$ cat config.mk
export PLATFORM = sky130hd
export DESIGN_NAME = multi_channel_tachometer
export DESIGN_NICKNAME = d
export VERILOG_FILES = /design/src/rtl/multi_channel_tachometer_pkg.sv /design/src/rtl/multi_channel_tachometer_filter.sv /design/src/rtl/multi_channel_tachometer.sv
export SDC_FILE = /design/constraint.sdc
export NUM_CORES = 1
export LEC_CHECK = 0
export BUFFER_PORTS_ARGS = -buffer_cell sky130_fd_sc_hd__buf_2
export CAP_MARGIN = 20
export CORE_UTILIZATION = 50
export CTS_BUF_LIST = sky130_fd_sc_hd__clkbuf_8
export DETAILED_ROUTE_END_ITERATION = 10
export GPL_ROUTABILITY_DRIVEN = 0
export PLACE_DENSITY = 0.64
export SYNTH_ARGS = -nofsm -noshare
export SYNTH_HDL_FRONTEND = slang
export SYNTH_SLANG_ARGS = --single-unit
$ cat constraint.sdc
create_clock -name clk -period 6.2 [get_ports clk]
set_clock_uncertainty 0.15 [all_clocks]
set_input_delay 0.31 -clock clk [delete_from_list [all_inputs] [get_ports clk]]
set_output_delay 0.31 -clock clk [all_outputs]
set_load 0.02 [all_outputs]
$ cat src/rtl/multi_channel_tachometer_pkg.sv
// TachPkg: shared speed type and window/scale derivations for the multi-channel tachometer
package TachPkg;
  typedef logic [15:0] rpm_t;
  function automatic int window_cycles(input int refclk_hz, input int window_ms);
    return refclk_hz / 1000 * window_ms;
  endfunction
  function automatic int rpm_scale(input int pulses_per_rev, input int window_ms);
    return 60000 / (pulses_per_rev * window_ms);
  endfunction
  function automatic bit rpm_scale_exact(input int pulses_per_rev, input int window_ms);
    return (60000 % (pulses_per_rev * window_ms)) == 0;
  endfunction
endpackage

$ cat src/rtl/multi_channel_tachometer_filter.sv
// TachChannelFilter: synchronise, debounce and rising-edge detect one tach input
module TachChannelFilter #(
  parameter int FILTER_CYCLES = 16
) (
  input  logic clk,
  input  logic rst,
  input  logic tach,
  output logic rise
);
  localparam int CW = $clog2(FILTER_CYCLES + 1);
  logic s1, s2, level, cand, primed;
  logic [CW-1:0] run, run_next;
  assign run_next = (run != '0 && s2 == cand) ? run + 1'b1 : CW'(1);
  always_ff @(posedge clk) begin
    if (rst) begin
      {s1, s2, level, cand, primed, rise} <= '0;
      run <= '0;
    end else begin
      s1 <= tach;
      s2 <= s1;
      rise <= 1'b0;
      if (primed && s2 == level) run <= '0;
      else if (run_next == CW'(FILTER_CYCLES)) begin
        level <= s2;
        primed <= 1'b1;
        run <= '0;
        rise <= primed && s2;
      end else begin
        run <= run_next;
        cand <= s2;
      end
    end
  end
endmodule

$ cat src/rtl/multi_channel_tachometer.sv
// multi_channel_tachometer: per-window fan speed measurement with stall detection and sticky alarms
module multi_channel_tachometer
  import TachPkg::*;
#(
  parameter int NUM_CHANNELS   = 2,
  parameter int REFCLK_HZ      = 250000000,
  parameter int WINDOW_MS      = 1000,
  parameter int PULSES_PER_REV = 2,
  parameter int FILTER_CYCLES  = 16
) (
  input  logic                      clk,
  input  logic                      rst,
  input  logic [NUM_CHANNELS-1:0]   tach,
  input  logic [NUM_CHANNELS-1:0]   alarm_clr,
  output logic [16*NUM_CHANNELS-1:0] rpm,
  output logic                      rpm_valid,
  output logic [NUM_CHANNELS-1:0]   stall,
  output logic [NUM_CHANNELS-1:0]   stall_alarm
);
  localparam int WINDOW_CYCLES = window_cycles(REFCLK_HZ, WINDOW_MS);
  localparam int RPM_SCALE = rpm_scale(PULSES_PER_REV, WINDOW_MS);
  localparam int WW = (WINDOW_CYCLES > 2) ? $clog2(WINDOW_CYCLES) : 1;
  localparam int PW = 16 + $clog2(RPM_SCALE + 1);
  if (!rpm_scale_exact(PULSES_PER_REV, WINDOW_MS)) begin : g_bad_scale
    $error("RPM_SCALE is not an exact integer");
  end
  if (NUM_CHANNELS < 1 || NUM_CHANNELS > 16) begin : g_bad_channels
    $error("NUM_CHANNELS must be within 1..16");
  end
  logic [NUM_CHANNELS-1:0] rise;
  logic [WW-1:0] win_cnt;
  logic wrap;
  assign wrap = win_cnt == WW'(WINDOW_CYCLES - 1);
  always_ff @(posedge clk) begin
    if (rst) begin
      win_cnt <= '0;
      rpm_valid <= 1'b0;
    end else begin
      win_cnt <= wrap ? '0 : win_cnt + 1'b1;
      rpm_valid <= wrap;
    end
  end
  for (genvar i = 0; i < NUM_CHANNELS; i++) begin : g_ch
    rpm_t cnt, nxt, rpm_q;
    logic [PW-1:0] prod;
    logic stall_q, alarm_q;
    TachChannelFilter #(.FILTER_CYCLES(FILTER_CYCLES)) u_filt (
      .clk  (clk),
      .rst  (rst),
      .tach (tach[i]),
      .rise (rise[i])
    );
    assign nxt = (rise[i] && cnt != 16'hFFFF) ? cnt + 16'd1 : cnt;
    assign prod = PW'(nxt) * PW'(RPM_SCALE);
    assign rpm[16*i +: 16] = rpm_q;
    assign stall[i] = stall_q;
    assign stall_alarm[i] = alarm_q;
    always_ff @(posedge clk) begin
      if (rst) begin
        cnt <= '0;
        rpm_q <= '0;
        stall_q <= 1'b0;
        alarm_q <= 1'b0;
      end else begin
        cnt <= wrap ? '0 : nxt;
        if (wrap) begin
          rpm_q <= (prod > PW'(16'hFFFF)) ? 16'hFFFF : prod[15:0];
          stall_q <= nxt == '0;
        end
        alarm_q <= (wrap && nxt == '0) || (alarm_q && !alarm_clr[i]);
      end
    end
  end
endmodule

Word level (Yosys, flattened, before mapping)
Cells that the tools add are included.

Add/sub/neg operators: 5. Multipliers: 2. $lt $le $gt $ge: 2. Eq/ne operators: 9. Multiplexer cells: 6. Bitwise logic cells: 4. Reduce and logical (&&, ||, !) cells: 29.

Operators by type and width (number): $mux W16 (4); $gt A21 B16 Y1 const B (2); $mul A16 B4 Y20 const B (2); $add A16 B1 Y16 const B (2); $logic_not A16 Y1 (2); $ne A16 B16 Y1 const B (2); $add A28 B1 Y28 const B (1); $eq A28 B28 Y1 const B (1); $logic_and A1 B1 Y1 (12); $reduce_or A3 Y1 (4); $add A5 B1 Y5 const B (2); $eq A5 B5 Y1 const B (2); $mux W5 (2); $reduce_bool A5 Y1 (2); $reduce_and A2 Y1 (4); $eq A1 B1 Y1 (4); $not A1 Y1 (4); $logic_not A1 Y1 (2); $logic_or A1 B1 Y1 (2); $reduce_or A2 Y1 (1).

Register bits: 119. Input port bits: 6. Output and inout port bits: 37. Word-level logic and storage cells: 81.

Depth between registers and ports, before layout
Gate-level depths: netlist of run 1.

Depth in word-level cells: 6. Depth in mapped cells: 22. Depth with buffers taken out: 20.

Cells and area by module
A second synthesis of run 1 with hierarchy kept.

Cells, all modules: 1027. Area, all modules: 8528.2 sq um.

Modules (own cells, without submodules): multi_channel_tachometer (instances 1, cells an instance 927, area an instance 7517.2 sq um); TachChannelFilter (instances 2, cells an instance 50, area an instance 505.5 sq um).

Least setup slack after synthesis of run 1
Ideal clock, no wire load.

Path type: reg-to-reg. Start point: register g_ch[0].cnt[5]. End point: register g_ch[0].rpm_q[10]. Setup time: 0.134 ns. Data arrival time: 5.155 ns. Path slack: 0.761 ns. Stages on the path, launching flop included: 19. Path through: dfxtp_1 -> and4_1 -> and3_1 -> nand2_1 -> o21ai_0 -> mux2i_1 -> ha_1 -> ha_1 -> fa_1 -> fa_1 -> a211oi_1 -> nor2_1 -> or3_1 -> a221o_1 -> a31oi_1 -> xor2_1 -> o31a_1 -> clkbuf_1 -> a31oi_1.

Longest elaborated chain between the ends: 6. Elaborated cells between the ends (all ways): 7.

Ends and longest elaborated chain: start, declared (line multi_channel_tachometer.sv:44) `rpm_t cnt, nxt, rpm_q;`; start signal, assigned (line multi_channel_tachometer.sv:65) `cnt <= wrap ? '0 : nxt;`; parallel branches: the longest is 2 deep, another holds $add A16 B1 Y16; $mux W16 * (line multi_channel_tachometer.sv:53) `assign nxt = (rise[i] && cnt != 16'hFFFF) ? cnt + 16'd1 : cnt;`; $mul A16 B4 Y20 * (line multi_channel_tachometer.sv:54) `assign prod = PW'(nxt) * PW'(RPM_SCALE);`; $gt A21 B16 Y1 (line multi_channel_tachometer.sv:67) `rpm_q <= (prod > PW'(16'hFFFF)) ? 16'hFFFF : prod[15:0];`; $mux W16 * (line multi_channel_tachometer.sv:67); end signal, assigned (line multi_channel_tachometer.sv:67); end, declared (line multi_channel_tachometer.sv:44).

Every way passes the cells marked *. A chain may end at the register's enable or synchronous reset.

Worst setup path after layout of run 1
Start point: register g_ch[0].cnt[5]. End point: register g_ch[0].rpm_q[1].

Same word-level chain as after synthesis.

==> flow_summary.yaml, run 1 <==
detailed_routing:
  vias: 6716
  via_per_inst: 5.276
  drt_iter0_markers: 315
  ant_nets: 0
  wl_per_cell_um: 13.30
  dr.pass1.iters: 4
  routed_wl_um: 16930
  drc: 0
grt:
  use_met2: 0.3383
  antenna_found_initial: 0
  grt_max_degree: 58
  globalRoute.busiestLayer: "met2"
  met3_usage: 0.03176
  grt_overflow: 0
  grt_usage: 0.2084
  grt_pass1_vias: 6226
  grt_pass1_wl_um: 28320
  grt_util_met1: 0.2836
floorplanning:
  die_h_um: 130.9
  num_io_pins: 43
  dieArea_sq_um: 17140
  dieWidth_um: 130.9
  core_sq_um: 16060
  initial_core_util: 0.5176
  rows: 46
sta:
  timing.final.ws_setup_ns: 0.4626
  grt_setup_unrepaired: "no"
  fmax_mhz: 174.3
  timing_hold_violations_final: 0
  fin_crit_ns: 5.737
  fin_crit_sh: 0.9254
  finalMaxSlewViolations: 0
  max_slew_margin: 0.3120
  setup_tns_ns: 0
  setup_viol: 0
  tightest_slew_ns: 1.024
power:
  power.density_nw_per_um2: 168.7
  max-vdd-ir-drop_uv: 134.5
  leakage_nw: 4.528
critical_path:
  critPathLaunchType: "flip-flop"
  crit_required_ns: 6.37
  ff2ff_setup_slack_ns: 0.46
  end_kind: "flip-flop"
  cp_top_family: "adder cells"
  crit_slowest_cell: "mux2i_1"
  path_cells: "and4_1, and3_1, nand2_1, o21ai_1, mux2i_1, ha_1, ha_1, fa_1, fa_1, a211oi_1, nor2_1, or3_1, a221o_1, a31oi_1, xor2_1, o31a_1, buf_4, a31oi_1"
  cp_slowest_stage_delay_ns: 0.49
  ff2ff_path_depth: 18
  cp_num_buf_inv: 1
  worst-path-max-fanout: 16
  cp.depth: 18
  crit_arrival_ns: 5.90
  worstSetupPathType: "flip-flop to flip-flop"
logic_synthesis:
  ys_seq_area_frac: 0.2866
  synthDominantCellAreaShare: 0.2866
  syn_inst: 983
  netlist_area_sq_um: 8312
  synth_seq_cells: 119
  yosys_warnings: 0
  synth-compound-area-share: 0.1484
  synth_top_family_by_area: "simple AND/OR/NAND/NOR gates"
  async_flop_share: 0
  synthXorXnorAreaFrac: 0.1191
  synth-edff-count: 0
  syn_area_per_cell_sq_um: 8.455
  yosys.area.top_type: "dfxtp_1"
  synthTopCellsByCount: "nor2_1, dfxtp_1, inv_1"
  dominantRegCellSynth: "dfxtp_1"
  synth_simple_gate_area_frac: 0.1983
  synth.most_common_cell: "nor2_1"
  synth_fp_nets: 1087
  synth_fa_ha_area_frac: 0.1843
  yosysUniqueCellTypes: 63
  synthTopCellsByArea: "dfxtp_1, ha_1, fa_1"
  synth.mux.area_fraction: 0.006172
cells_and_area:
  syn_to_final_growth_pct: 12.15
  final_cells: 1273
  antennaDiodeCount: 0
  num-fill-cells: 1524
  final_nets: 1148
  drive_gt1_frac: 0.1031
clocking:
  cts_tree: "done"
  cts.htree.levels: 4
  clock_sinks: 119
  cts_buffers: 17
  root_buffer: "clkbuf_8"
  cts_setup_buffers: 0
  clk_latency_ns: 0.45
  clk_pin_slew_ns: 0.08
  clockBufferDepth: 2
placed_design:
  portBuffers: 42
  place_ws_ns: 0.4230
  dp_hpwl_um: 12500
  placedCellCount: 1236
job:
  max-cap-violations: 0
worst_hold_path:
  whs_path_depth: 2
  hp-class: "flip-flop to flip-flop"
status:
  outcome: "finished clean"
-- cell type report --
| cell class | count | area (sq um) | share of cell area |
|---|---|---|---|
| clock inverter | 14 | 175.2 | 0.01879 |
| multi-input combinational | 743 | 5454 | 0.5851 |
| timing repair buffer | 70 | 442.9 | 0.04752 |
| inverter | 93 | 349.1 | 0.03745 |
| tap | 216 | 270.3 | 0.02899 |
| clock buffer | 18 | 247.7 | 0.02658 |
| sequential | 119 | 2382 | 0.2556 |
-- metrics by stage --
step	hold slack (ns)	utilization	instance area (sq um)	total power, mW
3_5_place_dp	0.2774	0.5504	8838	0.8300
3_3_place_gp	0.2721	0.5504	8838	0.8294
2_1_floorplan	0.2638	-	8312	0.8208
4_1_cts	0.2917	0.5792	9301	1.587
6_report	0.2892	0.5805	9321	1.572
5_1_grt	0.3051	0.5805	9321	1.629
-- path summary, 6_finish.rpt --
check                        from          endpoint
setup / recovery   g_ch[0].cnt[5]  g_ch[0].rpm_q[1]
hold / removal    g_ch[1].stall_q   g_ch[1].stall_q
setup reg to reg   g_ch[0].cnt[5]  g_ch[0].rpm_q[1]
hold reg to reg   g_ch[1].stall_q   g_ch[1].stall_q
-- state kept, by name, indices dropped and copies added, names as in the netlist --
name / flops
g_ch.rpm_q: 32
g_ch.u_filt.s2: 2
g_ch.cnt: 32
win_cnt: 28
g_ch.u_filt.run: 10
g_ch.u_filt.primed: 2
g_ch.stall_q: 2
g_ch.u_filt.cand: 2
g_ch.alarm_q: 2
g_ch.u_filt.level: 2
g_ch.u_filt.rise: 2
g_ch.u_filt.s1: 2
rpm_valid: 1
-- placed cells by master, fill, tap and decap left out, drive strengths merged, types with 5 or more instances in the layout --
master and n:
dfxtp 119, or4 7, o21bai 19, xor2 66, inv 96, fa 34
nor2b 10, maj3 5, nor2 134, a211oi 18, nand2 55, nand4 20
a31oi 23, nor4 6, or2 5, o21ai 28, nand3 38, ha 64
and4 7, clkinv 6, xnor2 47, a21oi 46, buf 66, a21o 21
and2 7, nor3 8, and3 22, o21a 5, clkbuf 18
-- tightest hold or removal path, cell delays in order (launching register included) --
cell	delay, ns
dfxtp_1	0.31
nand2_1	0.05
nand2_1	0.04
-- where the power goes --
group,switching (mW),internal [mW]
Sequential,0.00505,0.770
Clock,0.346,0.411
Combinational,0.0243,0.0164
Total,0.375,1.20
-- metal layers --
| metal | up-vias | share of wire |
|---|---|---|
| met4 | 0 | 0.014 |
| met3 | 20 | 0.020 |
| met1 | 3138 | 0.52 |
| li1 | 3492 | - |
| met2 | 66 | 0.45 |
| met5 | - | 0 |
-- timing repair --
item	in CTS	in global routing
hold buffers	4	0
setup endpoints to repair	0	1
endpoints found under the hold margin	4	0
gates resized for setup	0	1
-- cell families after synthesis --
kind of cell / after synthesis
AND/OR/NAND/NOR: 337
AO/OA/AOI/OAI: 185
buffers and inverters: 121
flip-flops: 119
XOR/XNOR: 113
adder cells (fa/ha/maj): 103
multiplexers: 5
No activity file was read; power rests on OpenSTA's default activity.
==> inputs of run 2 (changes only) <==
==> constraint.sdc (replaced) <==
create_clock -name clk -period 6.29 [get_ports clk]
set_clock_uncertainty 0.15 [all_clocks]
set_input_delay 0.3145 -clock clk [delete_from_list [all_inputs] [get_ports clk]]
set_output_delay 0.3145 -clock clk [all_outputs]
set_load 0.02 [all_outputs]
==> run 2 against run 1 <==
Against the previous run:
- via count up 0.91%
- clock-buffer cell count down 1
- worst setup slack better by 0.12 ns
- worst hold slack about the same
- sequential power down 2%
- sequential cell count unchanged
- power up 2.9%
- global-route usage about the same
- cell area up 0.63%
- fmax up 0.52%
- first-iteration DRC count down 2.9%
- highest routed layer unchanged
==> flow_summary.yaml, run 2 (synthesis results as in run 1) <==
sta:
  finalMaxSlewViolations: 0
  fmax_mhz: 175.2
  timing_hold_violations_final: 0
  tightest_slew_ns: 0.9885
  grt_setup_unrepaired: "no"
  fin_crit_sh: 0.9074
  setup_viol: 0
  setup_tns_ns: 0
  fin_crit_ns: 5.708
  max_slew_margin: 0.3410
power:
  max-vdd-ir-drop_uv: 193.2
  leakage_nw: 4.559
  power.density_nw_per_um2: 172.6
detailed_routing:
  routed_wl_um: 16780
  ant_nets: 0
  drt_iter0_markers: 306
  drc: 0
  wl_per_cell_um: 13.15
  dr.pass1.iters: 5
  via_per_inst: 5.311
  vias: 6777
critical_path:
  cp_slowest_stage_delay_ns: 0.49
  cp_num_buf_inv: 2
  crit_slowest_cell: "fa_1"
  worst-path-max-fanout: 16
  path_cells: "and4_1, and3_1, nand2_1, o21ai_0, buf_4, mux2i_1, ha_1, ha_1, fa_1, fa_1, a211oi_1, nor2_1, or3_1, a221o_1, a31oi_1, xor2_1, o31a_1, buf_4, a31oi_1"
  crit_required_ns: 6.45
  crit_arrival_ns: 5.86
  critPathLaunchType: "flip-flop"
  end_kind: "flip-flop"
  worstSetupPathType: "flip-flop to flip-flop"
  cp_top_family: "adder cells"
floorplanning:
  initial_core_util: 0.5176
  dieArea_sq_um: 17140
  die_h_um: 130.9
  rows: 46
  dieWidth_um: 130.9
  core_sq_um: 16060
  num_io_pins: 43
clocking:
  clock_sinks: 119
  clockBufferDepth: 2
  cts_buffers: 17
  clk_latency_ns: 0.44
  root_buffer: "clkbuf_8"
  cts.htree.levels: 4
  cts_setup_buffers: 0
  clk_pin_slew_ns: 0.08
  cts_tree: "done"
cells_and_area:
  drive_gt1_frac: 0.1047
  syn_to_final_growth_pct: 12.86
  finish.instance_area_sq_um: 9380
  top_regs: "g_ch.cnt x32, g_ch.rpm_q x32, win_cnt x28"
  final_cell_mix: "nor2_1, dfxtp_1, inv_1"
  antennaDiodeCount: 0
  final_nets: 1151
  layout_commonest_cell: "nor2_1"
  post-route-util: 0.5842
  final_cells: 1276
status:
  outcome: "finished clean"
placed_design:
  dp_hpwl_um: 12350
  portBuffers: 42
  placed_cell_area_sq_um: 8861
  placedCellCount: 1239
grt:
  grt_pass1_wl_um: 28370
  grt_pass1_vias: 6150
  grt_usage: 0.2086
  antenna_found_initial: 0
  grt_max_degree: 58
  grt_overflow: 0
worst_hold_path:
  hp-class: "flip-flop to flip-flop"
job:
  max-cap-violations: 0
[run 2: cell types whose count changed in the layout (fill, tap and decap cells not counted), sizes merged]
cell and change:
clkbuf -1, clkinv -4, bufinv +2, inv +3
buf +3
[run 2: final cells by class]
class / instances / area, sq um
Clock buffer: 17 / 234.0
Clock inverter: 15 / 225.2
Fill cell: 1479 / 6678
Inverter: 93 / 349.1
Multi-Input combinational cell: 743 / 5454
Sequential cell: 119 / 2382
Tap cell: 216 / 270.3
Timing Repair Buffer: 73 / 465.4
[run 2: path summary, 6_finish.rpt]
path | startpoint | end | slack (ns) | depth (start not counted)
max | g_ch[0].cnt[5] | g_ch[0].rpm_q[1] | 0.58 | 19
min reg2reg | g_ch[0].stall_q | g_ch[0].stall_q | 0.29 | 2
min | g_ch[0].stall_q | g_ch[0].stall_q | 0.29 | 2
max reg2reg | g_ch[0].cnt[5] | g_ch[0].rpm_q[1] | 0.58 | 19
[run 2: worst reg2reg max path, delay by kind of cell, from the launching register on]
family / cells / cell delay [ns]
compound gates: 6 / 1.40
xor+xnor: 1 / 0.19
fa+ha+maj: 4 / 1.57
buf+inv: 2 / 0.37
flops: 1 / 0.41
mux: 1 / 0.42
simple gates: 5 / 1.05
[run 2: routing by layer]
layer  wire length, um  global-route usage
met4               182             0.06085
met3               427             0.03624
met5                 0                   0
met2              7346              0.3237
met1              8822              0.2957
[run 2: metrics by stage]
step	setup slack, ns	hold WS (ns)	power (mW)
6_report	0.5823	0.2892	1.619
5_1_grt	0.1810	0.3100	1.678
3_5_place_dp	0.6779	0.2845	0.8177
4_1_cts	0.6097	0.2958	1.639
2_1_floorplan	0.8512	0.2638	0.8090
3_3_place_gp	0.6459	0.2744	0.8174
[run 2: power by group]
group          internal, mW  switching (mW)  total, mW
Sequential            0.759         0.00492      0.763
Combinational        0.0160          0.0236     0.0396
Clock                 0.475           0.340      0.816
Total                  1.25           0.369       1.62
[run 2: what timing repair did]
action                    4_1_cts  5_1_grt
gates resized for setup         0        0
hold buffers                    4        0
hold endpoints to repair        4        0
==> inputs of run 3 (changes only) <==
--- a/config.mk
+++ b/config.mk
@@ -9,9 +9,10 @@
 export CAP_MARGIN = 20
 export CORE_UTILIZATION = 50
 export CTS_BUF_LIST = sky130_fd_sc_hd__clkbuf_8
+export CTS_CLUSTER_SIZE = 8
 export DETAILED_ROUTE_END_ITERATION = 10
 export GPL_ROUTABILITY_DRIVEN = 0
-export PLACE_DENSITY = 0.64
+export PLACE_DENSITY = 0.73
 export SYNTH_ARGS = -nofsm -noshare
 export SYNTH_HDL_FRONTEND = slang
 export SYNTH_SLANG_ARGS = --single-unit
==> run 3 against run 2 <==
Against the previous run:
- die area unchanged
- first-iteration DRC count down 19%
- register-to-register slack worse by 0.20 ns
- global-route usage up 0.12 points
- clock power down 18%
- critical path depth down 1
- fmax down 3.3%
- non-clock buffer count down 6
- via count up 0.30%
==> flow_summary.yaml, run 3 (synthesis results as in run 1) <==
job:
  max-cap-violations: 0
sta:
  setup_viol: 0
  tightest_slew_ns: 0.8315
  fmax_mhz: 169.4
  holdWs_ns: 0.2905
  fin_crit_ns: 5.905
  fin_crit_sh: 0.9387
  finalMaxSlewViolations: 0
  timing_hold_violations_final: 0
  setup_tns_ns: 0
  max_slew_margin: 0.4417
  grt_setup_unrepaired: "no"
critical_path:
  cp_slowest_stage_delay_ns: 0.51
  path_cells: "and4_1, and3_1, nand2_1, o21ai_0, mux2i_1, ha_1, ha_1, fa_1, fa_1, a211oi_1, nor2_1, or3_1, a221o_1, a31oi_1, xor2_1, o31a_1, buf_4, a31oi_1"
  crit_arrival_ns: 6.07
  timing.rr.start: "g_ch[0].cnt[5]"
  worst-path-max-fanout: 16
  ff2ff_path_depth: 18
  crit_slowest_cell: "mux2i_1"
  crit_required_ns: 6.45
  ff2ff_setup_slack_ns: 0.39
  r2r_end: "g_ch[0].rpm_q[1]"
  cp_top_family: "compound AO/OA/AOI/OAI gates"
  cp_num_buf_inv: 1
  end_kind: "flip-flop"
  worstSetupPathType: "flip-flop to flip-flop"
  critPathLaunchType: "flip-flop"
grt:
  grt_max_degree: 58
  grt_overflow: 0
  grt_pass1_vias: 6400
  antenna_found_initial: 0
  grt_usage: 0.2098
  grt_pass1_wl_um: 28680
placed_design:
  portBuffers: 42
  placed_cell_area_sq_um: 8816
  dp_hpwl_um: 12370
power:
  leakage_nw: 4.488
  max-vdd-ir-drop_uv: 142.8
  power.density_nw_per_um2: 159.5
floorplanning:
  dieArea_sq_um: 17140
  die_h_um: 130.9
  rows: 46
  dieWidth_um: 130.9
  core_sq_um: 16060
  num_io_pins: 43
  initial_core_util: 0.5176
clocking:
  clk_pin_slew_ns: 0.07
  clockBufferDepth: 2
  cts_buffers: 17
  cts.htree.levels: 4
  cts-resized-gates: 0
  clk_latency_ns: 0.44
  cts_tree: "done"
  clock_sinks: 119
  root_buffer: "clkbuf_8"
cells_and_area:
  syn_to_final_growth_pct: 11.49
  final_cell_mix: "nor2_1, dfxtp_1, inv_1"
  final_nets: 1145
  top_regs: "g_ch.cnt x32, g_ch.rpm_q x32, win_cnt x28"
  drive_gt1_frac: 0.1007
  seqCellArea_sq_um: 2382
  num-fill-cells: 1470
  antennaDiodeCount: 0
  multi_input_comb_area_sq_um: 5454
  layout_commonest_cell: "nor2_1"
  finish.instance_area_sq_um: 9266
status:
  outcome: "finished clean"
worst_hold_path:
  min_to: "g_ch[1].alarm_q"
  whs_path_depth: 2
  hp-class: "flip-flop to flip-flop"
  min_from: "g_ch[1].alarm_q"
detailed_routing:
  wl_per_cell_um: 13.19
  drt_iter0_markers: 248
  drc: 0
  vias: 6797
  dr.pass1.iters: 5
  routed_wl_um: 16740
  ant_nets: 0
  via_per_inst: 5.356
-- run 3: cell types whose count changed in the layout (fill, tap and decap cells not counted), sizes merged --
cell      before  now
clkinv         2    4
bufinv         5    1
clkinvlp       2    4
inv           99   96
buf           69   63
clkbuf        17   19
-- run 3: how the worst max path moves through the flow --
stage,from,end,slack [ns],cells after the start
after floorplan,g_ch[0].cnt[5],g_ch[0].rpm_q[10],0.85,18
after global placement,g_ch[0].cnt[5],g_ch[0].rpm_q[1],0.68,18
after detailed placement,g_ch[0].cnt[5],g_ch[0].rpm_q[1],0.55,18
after CTS,g_ch[0].cnt[5],g_ch[0].rpm_q[1],0.47,18
after global routing,g_ch[0].cnt[5],g_ch[0].rpm_q[1],0.03,18
final,g_ch[0].cnt[5],g_ch[0].rpm_q[1],0.39,18
-- run 3: area by class of cell --
type,count,area share
Multi-Input combinational cell,743,0.5886
Sequential cell,119,0.2571
Timing Repair Buffer,67,0.04618
Inverter,93,0.03767
Tap cell,216,0.02917
Clock buffer,19,0.02822
Clock inverter,12,0.01310
-- run 3: routing by layer --
metal,track usage,part of all wire,vias up
li1,-,-,3476
met1,0.2637,0.48,3227
met2,0.3623,0.48,82
met3,0.04520,0.029,12
met4,0.05680,0.011,0
met5,0,0,-
-- run 3: what timing repair did --
item | 4_1_cts | 5_1_grt
setup buffers | 0 | 0
endpoints found under the hold margin | 4 | 0
hold buffers | 4 | 0
-- run 3: tightest hold or removal path, cell delays in order, from the launching register on --
cell	delay (ns)
dfxtp_1	0.31
nand2_1	0.05
nand2_1	0.04
-- run 3: power by group --
group	switching (mW)	internal, mW
clock	0.337	0.336
sequential	0.00507	0.759
combinational	0.0238	0.0169
total	0.366	1.11
-- run 3: metrics by stage --
| step | setup WS, ns | std cells | util | total power, mW |
|---|---|---|---|---|
| floorplan | 0.8512 | 983 | - | 0.8090 |
| detailed placement | 0.5466 | 1233 | 0.5490 | 0.8181 |
| finish | 0.3855 | 1269 | 0.5771 | 1.478 |
| CTS | 0.4674 | 1268 | 0.5753 | 1.493 |
| global placement | 0.6828 | 1233 | 0.5490 | 0.8172 |
| global route | 0.02540 | 1269 | 0.5771 | 1.536 |
